--- config.mk ---
export PLATFORM = sky130hd
export DESIGN_NAME = regalu_sequencer_flat
export DESIGN_NICKNAME = d
export VERILOG_FILES = /design/src/rtl/regalu_seq_pkg.sv /design/src/rtl/regalu_sequencer_if.sv /design/src/rtl/regalu_cmd_fifo.sv /design/src/rtl/regalu_sequencer.sv /design/src/flat_wrapper.sv
export SDC_FILE = /design/constraint.sdc
export NUM_CORES = 1
export LEC_CHECK = 0
export BUFFER_PORTS_ARGS = -buffer_cell sky130_fd_sc_hd__buf_4
export CAP_MARGIN = 25
export CORE_MARGIN = 4
export CORE_UTILIZATION = 35
export CTS_CLUSTER_SIZE = 24
export DETAILED_ROUTE_END_ITERATION = 10
export HOLD_SLACK_MARGIN = 0.15
export SLEW_MARGIN = 20
export SYNTH_ARGS = -nofsm -noshare
export SYNTH_HDL_FRONTEND = slang
export SYNTH_SLANG_ARGS = --single-unit
--- constraint.sdc ---
create_clock -name clk -period 2.6 [get_ports clk]
set_clock_uncertainty 0.15 [all_clocks]
set_input_delay 0.39 -clock clk [delete_from_list [all_inputs] [get_ports clk]]
set_output_delay 0.39 -clock clk [all_outputs]
set_load 0.05 [all_outputs]
--- src/rtl/regalu_seq_pkg.sv ---
// Shared types and constants for the register-file/ALU phase sequencer.
package regalu_seq_pkg;

  localparam int CMD_ADDR_W = 5;
  localparam int CMD_OP_W   = 4;

  localparam logic [1:0] IDLE = 2'd0;
  localparam logic [1:0] READ = 2'd1;
  localparam logic [1:0] EXEC = 2'd2;
  localparam logic [1:0] WB   = 2'd3;

  // Register x0 is hardwired to zero, so writes to it are dropped.
  localparam int X0_ADDR = 0;

  typedef struct packed {
    logic [CMD_ADDR_W-1:0] addr_a;
    logic [CMD_ADDR_W-1:0] addr_b;
    logic [CMD_ADDR_W-1:0] waddr;
    logic [CMD_OP_W-1:0]   op;
    logic                  wen;
  } cmd_t;

  localparam int CMD_W = $bits(cmd_t);

endpackage

--- src/rtl/regalu_sequencer_if.sv ---
// Command handshake and datapath control bundle of the phase sequencer.
interface regalu_sequencer_if #(
  parameter int ADDR_W = regalu_seq_pkg::CMD_ADDR_W,
  parameter int OP_W   = regalu_seq_pkg::CMD_OP_W
);
  logic              cmd_valid;
  logic              cmd_ready;
  logic [ADDR_W-1:0] cmd_addr_a;
  logic [ADDR_W-1:0] cmd_addr_b;
  logic [ADDR_W-1:0] cmd_waddr;
  logic [OP_W-1:0]   cmd_op;
  logic              cmd_wen;
  logic              rr_en;
  logic              f_en;
  logic              wb_en;
  logic              reg_write;
  logic [ADDR_W-1:0] r_addr_a;
  logic [ADDR_W-1:0] r_addr_b;
  logic [ADDR_W-1:0] w_addr;
  logic [OP_W-1:0]   alu_op;
  logic              busy;
  logic              done;
  logic [15:0]       ops_count;

  modport master (
    output cmd_valid, cmd_addr_a, cmd_addr_b, cmd_waddr, cmd_op, cmd_wen,
    input  cmd_ready, rr_en, f_en, wb_en, reg_write, r_addr_a, r_addr_b,
           w_addr, alu_op, busy, done, ops_count
  );

  modport slave (
    input  cmd_valid, cmd_addr_a, cmd_addr_b, cmd_waddr, cmd_op, cmd_wen,
    output cmd_ready, rr_en, f_en, wb_en, reg_write, r_addr_a, r_addr_b,
           w_addr, alu_op, busy, done, ops_count
  );
endinterface

--- src/rtl/regalu_cmd_fifo.sv ---
// Synchronous command FIFO; head entry is visible combinationally.
module regalu_cmd_fifo #(
  parameter int DEPTH = 2,
  parameter int WIDTH = 8
) (
  input  logic                     clk,
  input  logic                     rst_n,
  input  logic                     push,
  input  logic                     pop,
  input  logic [WIDTH-1:0]         wdata,
  output logic [WIDTH-1:0]         head,
  output logic                     full,
  output logic                     empty,
  output logic [$clog2(DEPTH):0]   count
);
  localparam int PW = $clog2(DEPTH);

  logic [PW-1:0]    wr_ptr_q, wr_ptr_d, rd_ptr_q, rd_ptr_d;
  logic [PW:0]      count_q, count_d;
  logic [WIDTH-1:0] mem_q [DEPTH];
  logic [WIDTH-1:0] mem_d [DEPTH];
  logic             do_push, do_pop;

  assign full  = (count_q == (PW+1)'(DEPTH));
  assign empty = (count_q == '0);
  assign count = count_q;
  assign head  = mem_q[rd_ptr_q];

  always_comb begin
    do_push  = push && !full;
    do_pop   = pop && !empty;
    mem_d    = mem_q;
    wr_ptr_d = wr_ptr_q;
    rd_ptr_d = rd_ptr_q;
    count_d  = count_q;
    if (do_push) begin
      mem_d[wr_ptr_q] = wdata;
      wr_ptr_d        = wr_ptr_q + 1'b1;
    end
    if (do_pop) rd_ptr_d = rd_ptr_q + 1'b1;
    case ({do_push, do_pop})
      2'b10:   count_d = count_q + 1'b1;
      2'b01:   count_d = count_q - 1'b1;
      default: count_d = count_q;
    endcase
  end

  always_ff @(posedge clk or negedge rst_n) begin
    if (!rst_n) begin
      wr_ptr_q <= '0;
      rd_ptr_q <= '0;
      count_q  <= '0;
      for (int i = 0; i < DEPTH; i++) mem_q[i] <= '0;
    end else begin
      wr_ptr_q <= wr_ptr_d;
      rd_ptr_q <= rd_ptr_d;
      count_q  <= count_d;
      mem_q    <= mem_d;
    end
  end

endmodule

--- src/rtl/regalu_sequencer.sv ---
// Sequences operand read, ALU capture and writeback as one-cycle strobes.
// Optional single-step control is built when REGALU_STEP_MODE_EN is defined.
//
// state | meaning
// IDLE  | no op in flight; pops the FIFO head when one is queued
// READ  | rr_en: operand registers load from r_addr_a/r_addr_b
// EXEC  | f_en: ALU result and flags captured
// WB    | wb_en/done: writeback, then chain straight into the next op
module regalu_sequencer
  import regalu_seq_pkg::*;
#(
  parameter int FIFO_DEPTH = 2,
  parameter int ADDR_W     = CMD_ADDR_W,
  parameter int OP_W       = CMD_OP_W
) (
  input logic clk,
  input logic rst_n,
`ifdef REGALU_STEP_MODE_EN
  input logic step,
`endif
  regalu_sequencer_if.slave bus
);
  localparam int CW = 3*ADDR_W + OP_W + 1;

  logic [1:0]                  state_q, state_d;
  logic [CW-1:0]               cur_q, cur_d;
  logic [15:0]                 ops_count_q, ops_count_d;
  logic [CW-1:0]               fifo_head, fifo_wdata;
  logic                        fifo_full, fifo_empty, fifo_pop;
  logic [$clog2(FIFO_DEPTH):0] fifo_count;
  logic                        advance, first, cur_wen;

`ifdef REGALU_STEP_MODE_EN
  // Strobes fire only on the first cycle of a state, however long it dwells.
  logic entry_q, entry_d;
  assign advance = step;
  assign first   = entry_q;
  assign entry_d = (state_d != state_q);

  always_ff @(posedge clk or negedge rst_n) begin
    if (!rst_n) entry_q <= 1'b0;
    else        entry_q <= entry_d;
  end
`else
  assign advance = 1'b1;
  assign first   = 1'b1;
`endif

  assign fifo_wdata = {bus.cmd_addr_a, bus.cmd_addr_b, bus.cmd_waddr, bus.cmd_op, bus.cmd_wen};

  regalu_cmd_fifo #(.DEPTH(FIFO_DEPTH), .WIDTH(CW)) u_fifo (
    .clk   (clk),
    .rst_n (rst_n),
    .push  (bus.cmd_valid),
    .pop   (fifo_pop),
    .wdata (fifo_wdata),
    .head  (fifo_head),
    .full  (fifo_full),
    .empty (fifo_empty),
    .count (fifo_count)
  );

  assign {bus.r_addr_a, bus.r_addr_b, bus.w_addr, bus.alu_op, cur_wen} = cur_q;

  assign bus.cmd_ready = !fifo_full;
  assign bus.rr_en     = (state_q == READ) && first;
  assign bus.f_en      = (state_q == EXEC) && first;
  assign bus.wb_en     = (state_q == WB) && first;
  assign bus.done      = bus.wb_en;
  assign bus.reg_write = bus.wb_en && cur_wen && (bus.w_addr != ADDR_W'(X0_ADDR));
  assign bus.busy      = (state_q != IDLE) || (fifo_count != '0);
  assign bus.ops_count = ops_count_q;

  always_comb begin
    state_d     = state_q;
    cur_d       = cur_q;
    ops_count_d = ops_count_q;
    fifo_pop    = 1'b0;
    case (state_q)
      IDLE: begin
        if (!fifo_empty) begin
          fifo_pop = 1'b1;
          cur_d    = fifo_head;
          state_d  = READ;
        end
      end
      READ: if (advance) state_d = EXEC;
      EXEC: if (advance) state_d = WB;
      default: begin
        if (bus.wb_en) ops_count_d = ops_count_q + 16'd1;
        if (advance) begin
          if (!fifo_empty) begin
            fifo_pop = 1'b1;
            cur_d    = fifo_head;
            state_d  = READ;
          end else begin
            state_d = IDLE;
          end
        end
      end
    endcase
  end

  always_ff @(posedge clk or negedge rst_n) begin
    if (!rst_n) begin
      state_q     <= IDLE;
      cur_q       <= '0;
      ops_count_q <= '0;
    end else begin
      state_q     <= state_d;
      cur_q       <= cur_d;
      ops_count_q <= ops_count_d;
    end
  end

endmodule

--- src/flat_wrapper.sv ---
// flat-port wrapper written by rule: the top's interface ports become plain ports
module regalu_sequencer_flat import regalu_seq_pkg::*;
#(
  parameter int FIFO_DEPTH = 2,
  parameter int ADDR_W     = CMD_ADDR_W,
  parameter int OP_W       = CMD_OP_W
)
  (clk, rst_n, bus_cmd_valid, bus_cmd_addr_a, bus_cmd_addr_b, bus_cmd_waddr, bus_cmd_op, bus_cmd_wen, bus_cmd_ready, bus_rr_en, bus_f_en, bus_wb_en, bus_reg_write, bus_r_addr_a, bus_r_addr_b, bus_w_addr, bus_alu_op, bus_busy, bus_done, bus_ops_count);
  regalu_sequencer_if #(.ADDR_W(ADDR_W), .OP_W(OP_W)) bus_i ();
  input logic clk;
  input logic rst_n;
  input wire logic [$bits(bus_i.cmd_valid)-1:0] bus_cmd_valid;
  input wire logic [$bits(bus_i.cmd_addr_a)-1:0] bus_cmd_addr_a;
  input wire logic [$bits(bus_i.cmd_addr_b)-1:0] bus_cmd_addr_b;
  input wire logic [$bits(bus_i.cmd_waddr)-1:0] bus_cmd_waddr;
  input wire logic [$bits(bus_i.cmd_op)-1:0] bus_cmd_op;
  input wire logic [$bits(bus_i.cmd_wen)-1:0] bus_cmd_wen;
  output wire logic [$bits(bus_i.cmd_ready)-1:0] bus_cmd_ready;
  output wire logic [$bits(bus_i.rr_en)-1:0] bus_rr_en;
  output wire logic [$bits(bus_i.f_en)-1:0] bus_f_en;
  output wire logic [$bits(bus_i.wb_en)-1:0] bus_wb_en;
  output wire logic [$bits(bus_i.reg_write)-1:0] bus_reg_write;
  output wire logic [$bits(bus_i.r_addr_a)-1:0] bus_r_addr_a;
  output wire logic [$bits(bus_i.r_addr_b)-1:0] bus_r_addr_b;
  output wire logic [$bits(bus_i.w_addr)-1:0] bus_w_addr;
  output wire logic [$bits(bus_i.alu_op)-1:0] bus_alu_op;
  output wire logic [$bits(bus_i.busy)-1:0] bus_busy;
  output wire logic [$bits(bus_i.done)-1:0] bus_done;
  output wire logic [$bits(bus_i.ops_count)-1:0] bus_ops_count;
  assign bus_i.cmd_valid = bus_cmd_valid;
  assign bus_i.cmd_addr_a = bus_cmd_addr_a;
  assign bus_i.cmd_addr_b = bus_cmd_addr_b;
  assign bus_i.cmd_waddr = bus_cmd_waddr;
  assign bus_i.cmd_op = bus_cmd_op;
  assign bus_i.cmd_wen = bus_cmd_wen;
  assign bus_cmd_ready = bus_i.cmd_ready;
  assign bus_rr_en = bus_i.rr_en;
  assign bus_f_en = bus_i.f_en;
  assign bus_wb_en = bus_i.wb_en;
  assign bus_reg_write = bus_i.reg_write;
  assign bus_r_addr_a = bus_i.r_addr_a;
  assign bus_r_addr_b = bus_i.r_addr_b;
  assign bus_w_addr = bus_i.w_addr;
  assign bus_alu_op = bus_i.alu_op;
  assign bus_busy = bus_i.busy;
  assign bus_done = bus_i.done;
  assign bus_ops_count = bus_i.ops_count;
  regalu_sequencer #(.FIFO_DEPTH(FIFO_DEPTH), .ADDR_W(ADDR_W), .OP_W(OP_W)) u_core (.clk(clk), .rst_n(rst_n), .bus(bus_i));
endmodule
Yosys cells after proc, flatten, opt, wreduce, memory -nomap -nowiden
Index checks and enable logic that the tools add are counted.

Register bits: 82. Input port bits: 23. Output and inout port bits: 42.

$add $sub $neg: 5. $lt $le $gt $ge: 3. Eq/ne operators: 7. Muxes and demuxes: 12. Bitwise gates (word level): 5. Reduce and logical (&&, ||, !) cells: 18.

Operator list (number): $mux 20 (4); $bwmux 40 (1); $demux 20 s1 (1); $add 16x1->16 const B (1); $eq 2x2->1 const B (4); $pmux 2 s3 (1); $reduce_bool 2->1 (3); $logic_and 1x1->1 (5); $reduce_bool 5->1 (1); $eq 2x1->1 const B (2); $ge 2x2->1 const B (2); $logic_not 2->1 (2); $not 1->2 (2); $pmux 2 s2 (1); $reduce_and 2->1 (2); $mux 1 (3); $not 1->1 (3); $reduce_or 3->1 (1); $add 1x1->1 const B (2); $add 2x1->2 const B (1); $logic_not 1->1 (2); $lt 2x1->1 const B (1); $mux 2 (1); $ne 2x2->1 const B (1); 3 further kinds (3).

Logic depth before layout (Yosys ltp)
Word-level depth: 6. Gate-level depth with buffers: 10. Mapped depth without buffers: 8.

Hierarchy
From an unflattened synthesis, not the netlist that was laid out.

Cells, all modules: 263. Area, all modules: 3841.2 um^2.

By module, submodules not included: regalu_cmd_fifo (instances 1, cells an instance 124, area each 2029.4 um^2); regalu_sequencer (instances 1, cells an instance 139, area each 1811.7 um^2).

Least setup slack after synthesis
Ideal clock, no wire load.

Kind: reg-to-reg. Start: register u_core.state_q[0]. End: register u_core.ops_count_q[15] (netlist: u_core.bus.ops_count[15]). Setup time: 0.082 ns. Data arrival time: 2.046 ns. Required time: 2.368 ns. Path slack: 0.322 ns. Cell stages (with the launch flop): 7. Period minus slack after synthesis: 2.278 ns. Path through: dfrtp_1 -> ha_1 -> buf_2 -> nand4_1 -> or4_4 -> nor3_2 -> xor2_1.

RTL lines: start, declared (RTL line regalu_sequencer.sv:25) `logic [1:0] state_q, state_d;`; start signal, assigned (RTL line regalu_sequencer.sv:110) `state_q <= state_d;`; $eq 2x2->1 (RTL line regalu_sequencer.sv:68) `assign bus.wb_en = (state_q == WB) && first;`; named net bus_done (RTL line flat_wrapper.sv:28) `output wire logic [$bits(bus_i.done)-1:0] bus_done;`; $reduce_and 2->1 (no source line); end signal, assigned (RTL line regalu_sequencer.sv:112) `ops_count_q <= ops_count_d;`; end, declared (RTL line regalu_sequencer.sv:27) `logic [15:0] ops_count_q, ops_count_d;`.

The timed path passes the listed nets, and every way through them passes these cells. A chain may end at the register's enable or synchronous reset.

Final worst setup path
Start: register u_core.cur_q[6]. End: output port bus_reg_write.

Longest elaborated chain between the ends: 2.

Ends and longest elaborated chain: start, declared (RTL line regalu_sequencer.sv:26) `logic [CW-1:0] cur_q, cur_d;`; start signal, assigned (RTL line regalu_sequencer.sv:111) `cur_q <= cur_d;`; $reduce_bool 5->1 (RTL line regalu_sequencer.sv:70) `assign bus.reg_write = bus.wb_en && cur_wen && (bus.w_addr != ADDR_W'(X0_ADDR));`; $logic_and 1x1->1 (RTL line regalu_sequencer.sv:70); end, declared (RTL line flat_wrapper.sv:22) `output wire logic [$bits(bus_i.reg_write)-1:0] bus_reg_write;`.

No other way between the ends.

==> flow_summary_export.csv <==
group,metric,value,unit
outcome,status,"finished, final reports clean",
logic_synthesis,ys_types,28,
placement,dpl.hpwl,4927,µm
clock_tree,htree_num_levels,3,
logic_synthesis,yosysSeqAreaShare,57.18,%
worst_setup_path,cp-start-kind,"flop",
pwr,p_int,3.422,mW
logic_synthesis,synth_nets,316,
logic_synthesis,synthFlopType,"dfrtp_1",
die,fp.dieH,109.3,µm
logic_synthesis,synthTopCellsByArea,"dfrtp_1 57%, mux2_2 13%, mux2i_1 5.6%",
routing,detail_route.wirelength,6898,µm
timing,post-route-period-util,82.83,%
clock_tree,cts_num_sinks,82,
logic_synthesis,synth.area.mux_share,18.44,%
placement,placed_area,4090,µm²
logic_synthesis,synth_top_area_cell,"dfrtp_1",
timing,relSlewSlack,65.15,%
routing,drt_iter0_drc,46,
worst_setup_path,cp_data_required_time,2.06,ns
routing,vias_per_cell,4.560,
worst_setup_path,crit_arrival,1.61,ns
grt,grt_pass1_vias,2258,
timing,setup_viol,0,
logic_synthesis,synth.most_common_cell,"dfrtp_1",
die,core,9864,µm²
finish,final_util,45.40,%
clock_tree,clk_path_buf_depth,2,
routing,drc,0,
timing,finalHoldViolCount,0,
finish,drive_gt1_share,36.39,%
logic_synthesis,yosysWarnings,0,
die,design.die.area,11940,µm²
routing,firstDrtPassIters,4,
grt,grt_max_degree,59,
logic_synthesis,synth_commonest_cells,"82 x dfrtp_1, 41 x mux2_2, 28 x nand2_1",
grt,use_met3,4.204,%
worst_setup_path,crit_start,"u_core.cur_q[6]$_DFFE_PN0P_",
grt,grt_pass1_wl,11390,µm
worst_setup_path,crit_fanout,3,
timing,rsz0062_at_grt,"no",
pwr,power_frac_comb,48.3,%
finish,design_area,4478,µm²
logic_synthesis,yosys.area_share.simple,7.671,%
die,ioPinCount,65,
placement,io_buffers,64,
worst_setup_path,critPathKind,"reg2out",
logic_synthesis,synth.avg_cell_area,12.50,µm²
clock_tree,cts_setup_buffers,0,
die,start_util,36.38,%
grt,gr-max-usage-layer,"met2",
clock_tree,clock_latency,0.34,ns
logic_synthesis,synth_edf_count,0,
routing,antenna_left,0,
hold_path,worstHoldStart,"bus_cmd_valid",
worst_setup_path,cp-end-kind,"output port",
finish,insertedDiodeCount,0,
grt,overflow,0,
timing,drv_slew,0,
timing,fin_tns_setup,0,ns
logic_synthesis,synth_seq_cells,82,
timing,fmax,0.4643,GHz
logic_synthesis,syn_inst,287,
logic_synthesis,synth_compound_area_share,3.487,%
hold_path,hold_path_class,"in2reg",
timing,period_needed,2.154,ns
clock_tree,root_buffer,"clkbuf_8",
logic_synthesis,synth_xor_area_share,4.881,%
routing,num_vias,2248,
logic_synthesis,synth-async-reset-ratio,100.0,%
grt,met1_usage,16.03,%
timing,worstMarginPinSlew,0.5228,ns
clock_tree,clkTransAtPathRegs,0.08,ns
worst_setup_path,rr_worst_depth,5,
pwr,leakagePower,2.105,nW
pwr,clkPwrFrac,13.9,%
logic_synthesis,syn_area,3588,µm²
logic_synthesis,synthAdderAreaFrac,2.092,%
routing,routedWlPerCell,13.99,µm
hold_path,whs_path_depth,3,
flow_run,maxCapViolCount,0,
grt,use_met2,19.47,%
placement,gp_congestion,0.7600,
logic_synthesis,synth_top_area_share,57.18,%
worst_setup_path,r2r_setup_slack,0.54,ns
grt,antenna_found_initial,0,
pwr,powerDensity,1341,nW/µm²
clock_tree,cts_buffers,9,
pwr,pwr-share-seq,37.7,%
die,die_w,109.3,µm
grt,grt.total_usage,12.32,%
finish,nets,385,
worst_setup_path,rr_startpoint,"u_core.state_q[0]$_DFFE_PN0P_",
die,rows,36,
logic_synthesis,synth_top_family_by_area,"multiplexers",
pwr,p_sw,2.584,mW
clock_tree,cts_tree,"built",
pwr,power_switching_share,43.02,%
finish,nFillCells,925,
pwr,ir_drop,0.4300,mV
finish,syn2layout_area_growth,24.79,%
## per-layer routing
| metal | routed length [µm] | up-vias |
|---|---|---|
| li1 | - | 1089 |
| met1 | 3071 | 1098 |
| met2 | 3280 | 54 |
| met3 | 460 | 7 |
| met4 | 85 | 0 |
| met5 | 0 | - |
## placed cells by master (no fill, tap or decap), drive strengths merged, types with 2 or more instances in the layout
master	n
a21oi	2
ha	6
xnor2	12
inv	6
mux2i	20
buf	70
dlygate4sd3	21
dfrtp	82
o21ai	21
mux2	41
nor2	8
clkbuf	11
nand2	28
clkinv	2
nand3	6
nand4	3
nor3	4
xor2	8
## worst paths after layout
kind                                                        end
min in group asynchronous   u_core.bus.ops_count[6]$_DFFE_PN0P_
min reg2reg                u_core.bus.ops_count[15]$_DFFE_PN0P_
max in group asynchronous          u_core.cur_q[16]$_DFFE_PN0P_
min                          u_core.u_fifo.wr_ptr_q$_DFFE_PN0N_
max                                               bus_reg_write
max reg2reg                u_core.bus.ops_count[15]$_DFFE_PN0P_
## stage by stage
step | setup slack [ns] | hold slack [ns] | power, mW | std cells
after floorplan | 0.3225 | -0.05559 | 4.606 | 287
after global placement | 0.6367 | 0.1723 | 5.130 | 457
after detailed placement | 0.5407 | 0.1692 | 5.253 | 457
after CTS | 0.4272 | 0.2475 | 6.114 | 493
after global routing | 0.3618 | 0.2691 | 6.463 | 493
final | 0.4463 | 0.2554 | 6.006 | 493
## worst max-delay path, stage by stage (launching register included)
cell,delay [ns]
dfrtp_1,0.40
or3_1,0.37
o311a_1,0.30
buf_4,0.20
## final cells by class
cell class / count / area [µm²] / area share [%]
clock inverter: 4 / 26.28 / 0.5868
inverter: 5 / 18.77 / 0.4191
sequential: 82 / 2052 / 45.82
clock buffer: 11 / 151.4 / 3.381
timing repair buffer: 91 / 748.2 / 16.71
tap: 133 / 166.4 / 3.716
multi-input combinational: 167 / 1315 / 29.37
## power by group through the flow
stage          clock network, mW  logic, mW  registers (mW)
2_1_floorplan                  0       2.31            2.30
3_3_place_gp                   0       2.86            2.27
3_5_place_dp                   0       2.95            2.31
4_1_cts                    0.867       2.97            2.28
5_1_grt                    0.916       3.20            2.35
6_report                   0.836       2.90            2.27
## state kept, by name, summed over array words and instances, names as in the netlist
signal,flops
u_core.u_fifo.mem_q,40
u_core.cur_q,20
u_core.bus.ops_count,16
u_core.state_q,2
u_core.u_fifo.count,2
u_core.u_fifo.rd_ptr_q,1
u_core.u_fifo.wr_ptr_q,1
## cells by family after synthesis
kind of cell,Yosys count
DFF,82
muxes,61
and+or+nand+nor,56
buffers and inverters,38
AOI/OAI and AO/OA,24
xor gates and xnor gates,20
adders and majority gates,6
## what timing repair did
| action | CTS | global route |
|---|---|---|
| gates resized for setup | 0 | 0 |
| endpoints found under the hold margin | 64 | 0 |
| hold buffers | 21 | 0 |
| endpoints found under the setup margin | 0 | 0 |
Power figures use the tool's default switching activity.
